[src/rtl/pcs_scrambler_pkg.sv]
// Shared constants for the 64b/66b self-synchronous scrambler (x^58 + x^39 + 1).
//   TAP0/TAP1 : state bits feeding bit 0 of a word (x[-39] -> s[38], x[-58] -> s[57])
//   S_W       : history length
//   SEED_RST  : state value after reset
//   MODE_*    : values for the DESCRAMBLE parameter
package pcs_scrambler_pkg;

  localparam int TAP0 = 38;
  localparam int TAP1 = 57;
  localparam int S_W  = 58;

  localparam logic [S_W-1:0] SEED_RST = {S_W{1'b1}};

  localparam int MODE_SCR   = 0;
  localparam int MODE_DESCR = 1;

endpackage

[src/rtl/pcs_scrambler_lane.sv]
// One lane of the self-synchronous scrambler/descrambler.
// Ports:
//   clk, nreset         : clock, synchronous active-low reset
//   valid               : lane beat present; advances the history
//   bypass              : data_out = data_in, history frozen
//   seed_load, seed     : overwrite history with seed (highest priority after reset)
//   data_in / data_out  : LEN payload bits, bit 0 first on the line (data_out combinational)
module pcs_scrambler_lane
  import pcs_scrambler_pkg::*;
#(
  parameter int LEN        = 32,
  parameter int DESCRAMBLE = MODE_SCR
) (
  input  logic           clk,
  input  logic           nreset,
  input  logic           valid,
  input  logic           bypass,
  input  logic           seed_load,
  input  logic [S_W-1:0] seed,
  input  logic [LEN-1:0] data_in,
  output logic [LEN-1:0] data_out
);

  logic [S_W-1:0]     state;
  logic [S_W-1:0]     state_adv;
  logic [LEN-1:0]     res;
  // Line-ordered history: hist[k] for k < S_W is the old state, oldest first
  // (hist[k] = state[S_W-1-k]); hist[S_W+i] is the history bit x[i] of this word.
  // With this layout x[i-39] is hist[i+19] and x[i-58] is hist[i], for any LEN.
  logic [S_W+LEN-1:0] hist;

  always_comb begin
    hist      = '0;
    res       = '0;
    state_adv = state;
    for (int k = 0; k < S_W; k++) begin
      hist[k] = state[S_W-1-k];
    end
    for (int i = 0; i < LEN; i++) begin
      res[i] = data_in[i] ^ hist[i + S_W - 1 - TAP0] ^ hist[i + S_W - 1 - TAP1];
      // Scrambler feeds back its own output; descrambler keeps the line data.
      hist[S_W+i] = (DESCRAMBLE == MODE_DESCR) ? data_in[i] : res[i];
    end
    // New state is the newest S_W history bits, newest in bit 0. This covers
    // both LEN >= S_W and the shift-in case LEN < S_W.
    for (int i = 0; i < S_W; i++) begin
      state_adv[i] = hist[S_W+LEN-1-i];
    end
  end

  always_ff @(posedge clk) begin
    if (!nreset) begin
      state <= SEED_RST;
    end else if (seed_load) begin
      state <= seed;
    end else if (valid && !bypass) begin
      state <= state_adv;
    end
  end

  assign data_out = bypass ? data_in : res;

endmodule

[src/rtl/pcs_scrambler_mlane.sv]
// Multi-lane 64b/66b scrambler (DESCRAMBLE=0) or descrambler (DESCRAMBLE=1).
// Ports:
//   clk, nreset : clock, synchronous active-low reset
//   valid_i     : per-lane valid (LANE_N)
//   data_i      : lane k at [k*LEN +: LEN]
//   head_i      : per-lane 2-bit sync header, passed through unscrambled
//   bypass_i    : pass data unmodified, freeze all lane states
//   seed_load_i : load seed_i into every lane state
//   seed_i      : seed, bit 0 = most recent history bit
//   valid_o, data_o, head_o : registered outputs, one cycle latency;
//                 data_o/head_o lanes load only when that lane's valid_i is set
module pcs_scrambler_mlane
  import pcs_scrambler_pkg::*;
#(
  parameter int LANE_N     = 4,
  parameter int LEN        = 32,
  parameter int DESCRAMBLE = MODE_SCR
) (
  input  logic                  clk,
  input  logic                  nreset,
  input  logic [LANE_N-1:0]     valid_i,
  input  logic [LANE_N*LEN-1:0] data_i,
  input  logic [LANE_N*2-1:0]   head_i,
  input  logic                  bypass_i,
  input  logic                  seed_load_i,
  input  logic [S_W-1:0]        seed_i,
  output logic [LANE_N-1:0]     valid_o,
  output logic [LANE_N*LEN-1:0] data_o,
  output logic [LANE_N*2-1:0]   head_o
);

  logic [LANE_N*LEN-1:0] lane_out;

  for (genvar k = 0; k < LANE_N; k++) begin : g_lane
    pcs_scrambler_lane #(
      .LEN        (LEN),
      .DESCRAMBLE (DESCRAMBLE)
    ) u_lane (
      .clk       (clk),
      .nreset    (nreset),
      .valid     (valid_i[k]),
      .bypass    (bypass_i),
      .seed_load (seed_load_i),
      .seed      (seed_i),
      .data_in   (data_i[k*LEN +: LEN]),
      .data_out  (lane_out[k*LEN +: LEN])
    );
  end

  always_ff @(posedge clk) begin
    if (!nreset) begin
      valid_o <= '0;
      data_o  <= '0;
      head_o  <= '0;
    end else begin
      valid_o <= valid_i;
      for (int k = 0; k < LANE_N; k++) begin
        if (valid_i[k]) begin
          data_o[k*LEN +: LEN] <= lane_out[k*LEN +: LEN];
          head_o[k*2 +: 2]     <= head_i[k*2 +: 2];
        end
      end
    end
  end

endmodule

[config.mk]
export PLATFORM = sky130hd
export DESIGN_NAME = pcs_scrambler_mlane
export DESIGN_NICKNAME = d
export VERILOG_FILES = /design/src/rtl/pcs_scrambler_pkg.sv /design/src/rtl/pcs_scrambler_lane.sv /design/src/rtl/pcs_scrambler_mlane.sv
export SDC_FILE = /design/constraint.sdc
export NUM_CORES = 1
export LEC_CHECK = 0
export CAP_MARGIN = 20
export CORE_ASPECT_RATIO = 1.4
export CORE_MARGIN = 2
export CORE_UTILIZATION = 50
export DETAILED_ROUTE_END_ITERATION = 10
export HOLD_SLACK_MARGIN = 0.02
export PLACE_DENSITY = 0.77
export REMOVE_ABC_BUFFERS = 1
export SKIP_LAST_GASP = 1
export SLEW_MARGIN = 15
export SYNTH_ARGS = -nofsm -noshare
export SYNTH_HDL_FRONTEND = slang
export SYNTH_SLANG_ARGS = --single-unit
[constraint.sdc]
create_clock -name clk -period 1.6 [get_ports clk]
set_input_delay 0.24 -clock clk [delete_from_list [all_inputs] [get_ports clk]]
set_output_delay 0.24 -clock clk [all_outputs]
set_load 0.01 [all_outputs]
==> results of run 1 <==
==> metal layers <==
metal	vias up	track usage, %	share of wire [%]
met5	-	0	0
met4	0	18.6	5.7
met3	242	4.30	6.8
met2	888	55.0	49
met1	8826	36.4	38
li1	8483	-	-
==> worst min-delay path by stage <==
stage | from | endpoint | slack (ns) | depth (start not counted)
CTS | valid_i[3] | data_o[110] | 0.05 | 2
detailed placement | head_o[4] | head_o[4] | 0.51 | 2
finish | valid_i[3] | data_o[110] | 0.06 | 2
floorplan | nreset | g_lane[0].u_lane.state[36] | 0.32 | 1
global placement | head_o[5] | head_o[5] | 0.50 | 2
global route | valid_i[3] | data_o[110] | 0.09 | 2
==> state kept, by name, summed over array words and instances, names as in the netlist <==
name                 flops
head_o                   8
g_lane.u_lane.state    232
valid_o                  4
data_o                 128
==> layout make-up <==
type | instances | area (um^2) | area share (%)
multi-input combinational | 1582 | 10400 | 43.2
sequential | 372 | 7450 | 31.0
timing repair buffer | 428 | 4220 | 17.5
clock buffer | 59 | 1200 | 5.00
tap | 473 | 592 | 2.46
clock inverter | 10 | 200 | 0.832
antenna | 1 | 2.50 | 0.0104
==> logic make-up after synthesis <==
family | after synthesis | share of synthesized area (%)
flip-flops | 372 | 39.6
XOR/XNOR | 256 | 11.9
AO/OA/AOI/OAI | 848 | 27.4
AND/OR/NAND/NOR | 470 | 15.4
buffers and inverters | 198 | 5.26
multiplexers | 8 | 0.426
==> power groups by stage <==
| stage | clock network, mW | registers (mW) | logic, mW |
|---|---|---|---|
| 2_1_floorplan | 0 | 10.7 | 2.21 |
| 3_3_place_gp | 0 | 10.7 | 4.87 |
| 3_5_place_dp | 0 | 10.7 | 4.97 |
| 4_1_cts | 10.0 | 10.5 | 4.84 |
| 5_1_grt | 10.4 | 10.6 | 5.27 |
| 6_report | 10.0 | 10.5 | 4.89 |
==> cells in the mapped netlist <==
cell | n | area [um^2]
o21ai_1 | 18 | 90.1
buf_2 | 70 | 350
nor2b_1 | 70 | 438
nand2b_1 | 35 | 219
or3_1 | 128 | 801
a31oi_1 | 128 | 801
nand2_1 | 128 | 480
xor2_1 | 128 | 1120
dfxtp_1 | 372 | 7450
nand2b_4 | 1 | 13.8
xnor2_1 | 128 | 1120
clkbuf_1 | 101 | 379
o21ai_0 | 342 | 1710
buf_4 | 6 | 45.0
a211oi_1 | 104 | 781
buf_6 | 18 | 203
mux2i_1 | 8 | 80.1
and3b_1 | 104 | 911
o221ai_1 | 128 | 1120
and2_1 | 4 | 25.0
buf_1 | 3 | 11.3
a21oi_1 | 128 | 641
==> timing repair <==
item / in CTS / in global routing
endpoints found under the hold margin: 1 / 0
gates resized for setup: 140 / 0
setup endpoints to repair: 140 / 0
hold buffers: 1 / 0
==> stage by stage <==
stage / area (um^2) / worst slack (ns) / TNS (ns) / power (mW) / hold slack, ns
2_1_floorplan: 17800 / -0.125 / -20.22 / 12.9 / 0.316
3_3_place_gp: 22800 / 0.0604 / 0 / 15.6 / 0.497
3_5_place_dp: 22800 / -0.0251 / -0.0251 / 15.7 / 0.506
4_1_cts: 24100 / 0.0994 / 0 / 25.4 / 0.0516
5_1_grt: 24100 / 0.0770 / 0 / 26.3 / 0.0851
6_report: 24100 / 0.105 / 0 / 25.4 / 0.0558
==> out/metrics.cfg, run 1 <==
[critical_path]
path_cells=dlygate4sd2_1
crit_start=data_o[90]
critical_path.max_stage_delay_ns=0.37
crit_path_start_kind=flop
r2r-start=g_lane[1].u_lane.state[36]
reg2reg_depth=3
r2r_slack_ns=0.23
r2r-end=g_lane[1].u_lane.state[10]
cp.depth=1
critPathBufInv=1
worstPathArrival_ns=1.26
critPathCaptureType=output pin
slowest_stage=dlygate4sd2_1
crit_end=data_o[90]
path_class=flop to output pin
cp_top_family=buffers and inverters
cp_max_fo=2
cp.required_ns=1.36

[power]
p_per_area_mw_per_mm2=1060
p_int_mw=18.3
clkPwrFrac_pct=39.4
ir_drop_v=0.000720
leakage_nw=9.26
swShare_pct=28.1
pwr-share-comb_pct=19.2
switchingPower_mw=7.13
power_frac_seq_pct=41.4

[run]
drv_cap=0

[place]
dp_hpwl_mm=43.9
dp.cells=2854
gp_congestion=0.906
port_buffers=341

[yosys]
synthCells=2152
postSynthAreaPerCell_um2=8.73
ys_seq_elements=372
yosysWarnings=0
ys_seq_area_share_pct=39.6
ys_types=22
syn_area_mm2=0.0188

[routing]
num_vias=18400
via_per_inst=6.30
drtAntennaViolNets=0
drc=0
first_iter_violations=1602
wl_mm=63.6
wire_per_inst_um=21.7
first_pass_iters=7

[global_route]
grt_max_degree=81
grt_pass1_wl_mm=97.9
antenna_found_initial=1
grt_overflow=0
grt_pass1_vias=18200
grt_usage_pct=31.3

[sta]
min_period_over_period_pct=93.4
max_freq_ghz=0.669
fin_worst_skew_ns=0.0151
finalSetupViolations=0
tightest_slew_ns=0.529
slew_violations=0
slew_headroom_pct=64.5
fin_crit_ns=1.50
rsz0062_at_grt=no
hold_viol_final=0

[clock_network]
cts_setup_buffers=0
cts_sinks=372
numCtsBuffers=38
cts_buffer_depth=3
cts-root-buf=clkbuf_16
clk_pin_slew_worst_paths_ns=0.06
htree_levels=2
clk-insertion-delay-late_ns=0.54
cts_tree=yes

[floorplanning]
io_pins=342
rows=84
core_mm2=0.0373
die_area_mm2=0.0392
fp.dieW_um=168
start_util_pct=50.4
die_h_um=233

[layout]
layout-drive-gt1-share_pct=6.65
mostFrequentLayoutCells=372 x dfxtp_1, 342 x o21ai_0, 194 x clkdlybuf4s50_1, 140 x dlygate4sd2_1
fin_util_pct=64.5
syn2layout_area_growth_pct=28.0
layout.cells.non_filler=2925
finalNetCount=2624
final_common_cell=dfxtp_1
n_fill_cell=3090

[min_path]
hold_class=primary input to flop

[outcome]
status=finished, final reports clean

(Power assumes the default switching activity.)
==> run 2: changes to the inputs <==
DONT_BUFFER_PORTS = 1   (was not set)
PLACE_DENSITY = not set   (was 0.77)
==> run 2 against run 1 <==
Against the previous run: the flow now finishes with violations (hold timing, setup timing); critical path depth is 4 higher; non-clock buffer count is 16 higher; sequential share of layout area is 0.82 points lower.
==> out/metrics.cfg, run 2 (synthesis results as in run 1) <==
[routing]
num_vias=18300
drtAntennaViolNets=0
drc=0
via_per_inst=6.21
first_iter_violations=1526
wl_mm=67.1
wire_per_inst_um=22.8
first_pass_iters=5

[place]
dp_hpwl_mm=36.4
gp_congestion=0.863
dp.cells=2442
postPlaceCellArea_mm2=0.0186
port_buffers=0

[critical_path]
cp_max_fo=335
critical_path.max_stage_delay_ns=0.62
path_class=primary input to flop
r2r_slack_ns=-0.07
cp_top_family=buffers and inverters
path_cells=nand2b_2 > buf_4 > a211oi_1 > o21ai_1 > dlygate4sd3_1
slowest_stage=dlygate4sd3_1
r2r-start=g_lane[1].u_lane.state[18]
crit_start=bypass_i
critPathBufInv=2
worstPathArrival_ns=2.56
cp.required_ns=2.03
crit_path_start_kind=primary input
critPathCaptureType=flop

[clock_network]
clk_pin_slew_worst_paths_ns=0.06
numCtsBuffers=40
cts-root-buf=clkbuf_16
cts_buffer_depth=3
cts_tree=yes
cts_sinks=372
clk-insertion-delay-late_ns=0.55
htree_levels=2

[floorplanning]
core_mm2=0.0373
die_area_mm2=0.0392
start_util_pct=50.4
die_h_um=233
fp.dieW_um=168
io_pins=342
rows=84

[power]
leakage_nw=8.87
ir_drop_v=0.000811
p_per_area_mw_per_mm2=991

[sta]
fin_ws_ns=-0.532
rsz0062_at_grt=yes
slew_violations=0
finalSetupViolations=107
fin_worst_skew_ns=0.0157
min_period_over_period_pct=133
max_freq_ghz=0.469
tns_ns=-31.82
hold_viol_final=44
tightest_slew_ns=1.35
fin_crit_ns=2.13
holdWs_ns=-0.208
slew_headroom_pct=10.2

[layout]
final_common_cell=dlygate4sd3_1
syn2layout_area_growth_pct=32.4
largest_register_ffs=232
mostFrequentLayoutCells=419 x dlygate4sd3_1, 340 x o21ai_0, 336 x dfxtp_1
largestRegisters=g_lane.u_lane.state x232, data_o x128, head_o x8
finalNetCount=2642
layout.cells.non_filler=2945
layout-drive-gt1-share_pct=8.43
stdcell_area_mm2=0.0249
top_register=g_lane.u_lane.state

[global_route]
grt_max_degree=373
grt_overflow=0
antenna_found_initial=3
grt_pass1_vias=17900
grt_pass1_wl_mm=100
grt_usage_pct=32.3

[run]
drv_cap=0

[outcome]
status=complete, but fails checks
violations=hold timing, setup timing

[min_path]
holdCritStartpoint=nreset
hold_class=primary input to flop

==> run 2: cell types whose count changed in the layout (fill, tap and decap cells not counted), moves of 3 or more <==
cell and delta:
dlygate4sd2_1 -140, diode_2 +3, xnor2_1 -61, a211oi_1 -15
clkdlybuf4s50_1 -194, a211oi_2 +15, buf_12 -19, buf_4 -50
dfxtp_1 -36, dlygate4sd3_1 +418, buf_16 +4, dfxtp_2 +35
xnor2_2 +61, bufinv_16 -5
==> run 2: final timing paths <==
check / end / cells past startpoint
setup / recovery: g_lane[0].u_lane.state[32] / 5
hold / removal: g_lane[0].u_lane.state[2] / 1
setup reg to reg: g_lane[1].u_lane.state[50] / 4
hold reg to reg: g_lane[2].u_lane.state[2] / 2
==> run 2: area by class of cell <==
cell class	count	area, um^2
Timing Repair Buffer	444	4550
Antenna cell	4	10.0
Multi-Input combinational cell	1582	10900
Tap cell	473	592
Clock buffer	61	1220
Fill cell	3028	12400
Clock inverter	9	76.3
Sequential cell	372	7490
==> run 2: where the power goes <==
part,internal [mW],switching [mW]
sequential,9.99,0.836
combinational,2.37,2.07
clock,5.41,3.97
==> run 2: layer usage <==
layer | share of wire, % | GRT usage [%]
met5 | 0.016 | 0
met4 | 4.2 | 15.4
met3 | 6.6 | 6.54
met2 | 50 | 56.9
met1 | 39 | 37.6
==> run 2: timing repair <==
action | CTS | global route
hold endpoints to repair | 372 | 162
gates resized for setup | 0 | 116
hold buffers | 428 | 6
setup buffers | 0 | 5
setup endpoints to repair | 0 | 94
==> run 2: through the flow <==
step                hold WS [ns]  utilization, %  worst slack (ns)  power [mW]
finish                    -0.208            66.7            -0.532        24.6
global route              -0.192            66.6           -0.0750        25.5
CTS                       -0.204            65.1            0.0148        24.3
detailed placement         0.353            49.9             0.294        13.8
global placement           0.351            49.9             0.281        13.8
floorplan                  0.316               -            -0.125        12.9
==> run 3: changes to the inputs <==
clock period = 2.6 ns   (was 1.6 ns; I/O delays follow)
==> run 3 against run 2 <==
Against the previous run: the run now ends clean; global-route usage down 0.92 points; clock-buffer cell count down 7; first-iteration DRC count down 11%; die area unchanged; non-clock buffer count down 294; core utilization down 9.7 points; routed wire length down 4.3%; clock skew down 0.0040 ns; combinational power down 53%; sequential power down 39%; cell count down 10%; largest power group unchanged.
==> out/metrics.cfg, run 3 (synthesis results as in run 1) <==
[power]
p_per_area_mw_per_mm2=665
ir_drop_v=0.000537
p_int_mw=10.1
clkPwrFrac_pct=38.5
pwr-share-comb_pct=14.8
leakage_nw=7.56
switchingPower_mw=3.99
power_frac_seq_pct=46.6
swShare_pct=28.3

[routing]
first_iter_violations=1364
via_per_inst=6.37
wl_mm=64.2
drtAntennaViolNets=0
num_vias=16800
wire_per_inst_um=24.3
first_pass_iters=5
drc=0

[clock_network]
clk-insertion-delay-late_ns=0.55
clk_pin_slew_worst_paths_ns=0.06
numCtsBuffers=40
cts_sinks=372
htree_levels=2
cts_buffer_depth=3
cts-root-buf=clkbuf_16
cts_tree=yes

[min_path]
hold_depth=2
holdCritStartpoint=head_i[7]
hold_path_end=head_o[7]
hold_class=primary input to flop

[run]
drv_cap=0

[place]
postPlaceCellArea_mm2=0.0186
dp_hpwl_mm=35.9
port_buffers=0
gp_congestion=0.805

[sta]
slew_violations=0
fin_worst_skew_ns=0.0117
max_freq_ghz=0.600
finalSetupViolations=0
hold_viol_final=0
fin_crit_ns=1.67
rsz0062_at_grt=no
slew_headroom_pct=42.1
holdWs_ns=0.0340
tns_ns=0
min_period_over_period_pct=64.1
tightest_slew_ns=0.869

[layout]
final_common_cell=dfxtp_1
finalNetCount=2348
mostFrequentLayoutCells=372 x dfxtp_1, 342 x o21ai_0, 134 x dlygate4sd3_1
largestRegisters=g_lane.u_lane.state x232, data_o x128, head_o x8
top_register=g_lane.u_lane.state
largest_register_ffs=232
layout-drive-gt1-share_pct=3.82
num_antenna_cells=0
stdcell_area_mm2=0.0212
syn2layout_area_growth_pct=13.1
n_fill_cell=3347

[critical_path]
reg2reg_depth=4
worstPathArrival_ns=2.15
critPathCaptureType=flop
crit_path_start_kind=flop
r2r_slack_ns=0.93
r2r-end=data_o[109]
r2r-start=g_lane[3].u_lane.state[25]
path_class=flop to flop
cp_max_fo=3
cp.required_ns=3.09

[floorplanning]
start_util_pct=50.4
die_h_um=233
die_area_mm2=0.0392
io_pins=342
fp.dieW_um=168
core_mm2=0.0373
rows=84

[global_route]
grt_max_degree=369
antenna_found_initial=0
grt_usage_pct=31.4
grt_overflow=0
grt_pass1_wl_mm=96.2
grt_pass1_vias=16400

[outcome]
status=finished, final reports clean

run 3: layout make-up:
class | instances | area [um^2] | share of cell area [%]
clock buffer | 54 | 1120 | 5.29
clock inverter | 13 | 73.8 | 0.347
multi-input combinational | 1582 | 10400 | 48.9
sequential | 372 | 7450 | 35.1
tap | 473 | 592 | 2.79
timing repair buffer | 150 | 1610 | 7.60
run 3: power groups by stage:
stage / clock network, mW / logic [mW] / registers [mW]
finish: 5.44 / 2.10 / 6.59
global route: 5.75 / 2.30 / 6.63
CTS: 5.50 / 2.09 / 6.59
detailed placement: 0 / 1.78 / 6.71
global placement: 0 / 1.75 / 6.70
floorplan: 0 / 1.36 / 6.57
run 3: worst max path at each step:
stage / cells after the start / start / end / slack (ns)
6_report: 4 / g_lane[3].u_lane.state[25] / data_o[109] / 0.93
5_1_grt: 4 / g_lane[3].u_lane.state[25] / data_o[109] / 0.83
4_1_cts: 4 / g_lane[2].u_lane.state[28] / data_o[93] / 0.98
3_5_place_dp: 4 / bypass_i / g_lane[0].u_lane.state[49] / 0.67
3_3_place_gp: 4 / bypass_i / g_lane[0].u_lane.state[41] / 0.69
2_1_floorplan: 3 / bypass_i / g_lane[3].u_lane.state[29] / 0.73
run 3: stage by stage:
| step | power (mW) | worst slack (ns) | cells | util [%] |
|---|---|---|---|---|
| floorplan | 7.94 | 0.725 | 1954 | - |
| global placement | 8.45 | 0.689 | 2437 | 49.8 |
| detailed placement | 8.49 | 0.672 | 2437 | 49.8 |
| CTS | 14.2 | 0.976 | 2643 | 56.9 |
| global route | 14.7 | 0.826 | 2644 | 56.9 |
| finish | 14.1 | 0.933 | 2644 | 56.9 |
run 3: timing repair:
action                    in CTS  in global routing
resized for setup              0                  0
hold endpoints to repair     259                  1
buffers inserted               0                  0
hold buffers                 139                  1
run 3: critical path, cell delays in order, from the launching register on:
cell and delay, ns:
dfxtp_1 0.34, xnor2_1 0.38, o21ai_0 0.15, a31oi_1 0.18, dlygate4sd3_1 0.57
run 3: layer usage:
metal  wire length (um)  vias up  GRT usage (%)
met5                  0        -              0
met1              25900     8125           38.2
met2              31300      649           54.0
li1                   -     7933              -
met4               2470        0           12.9
met3               4580      129           6.66
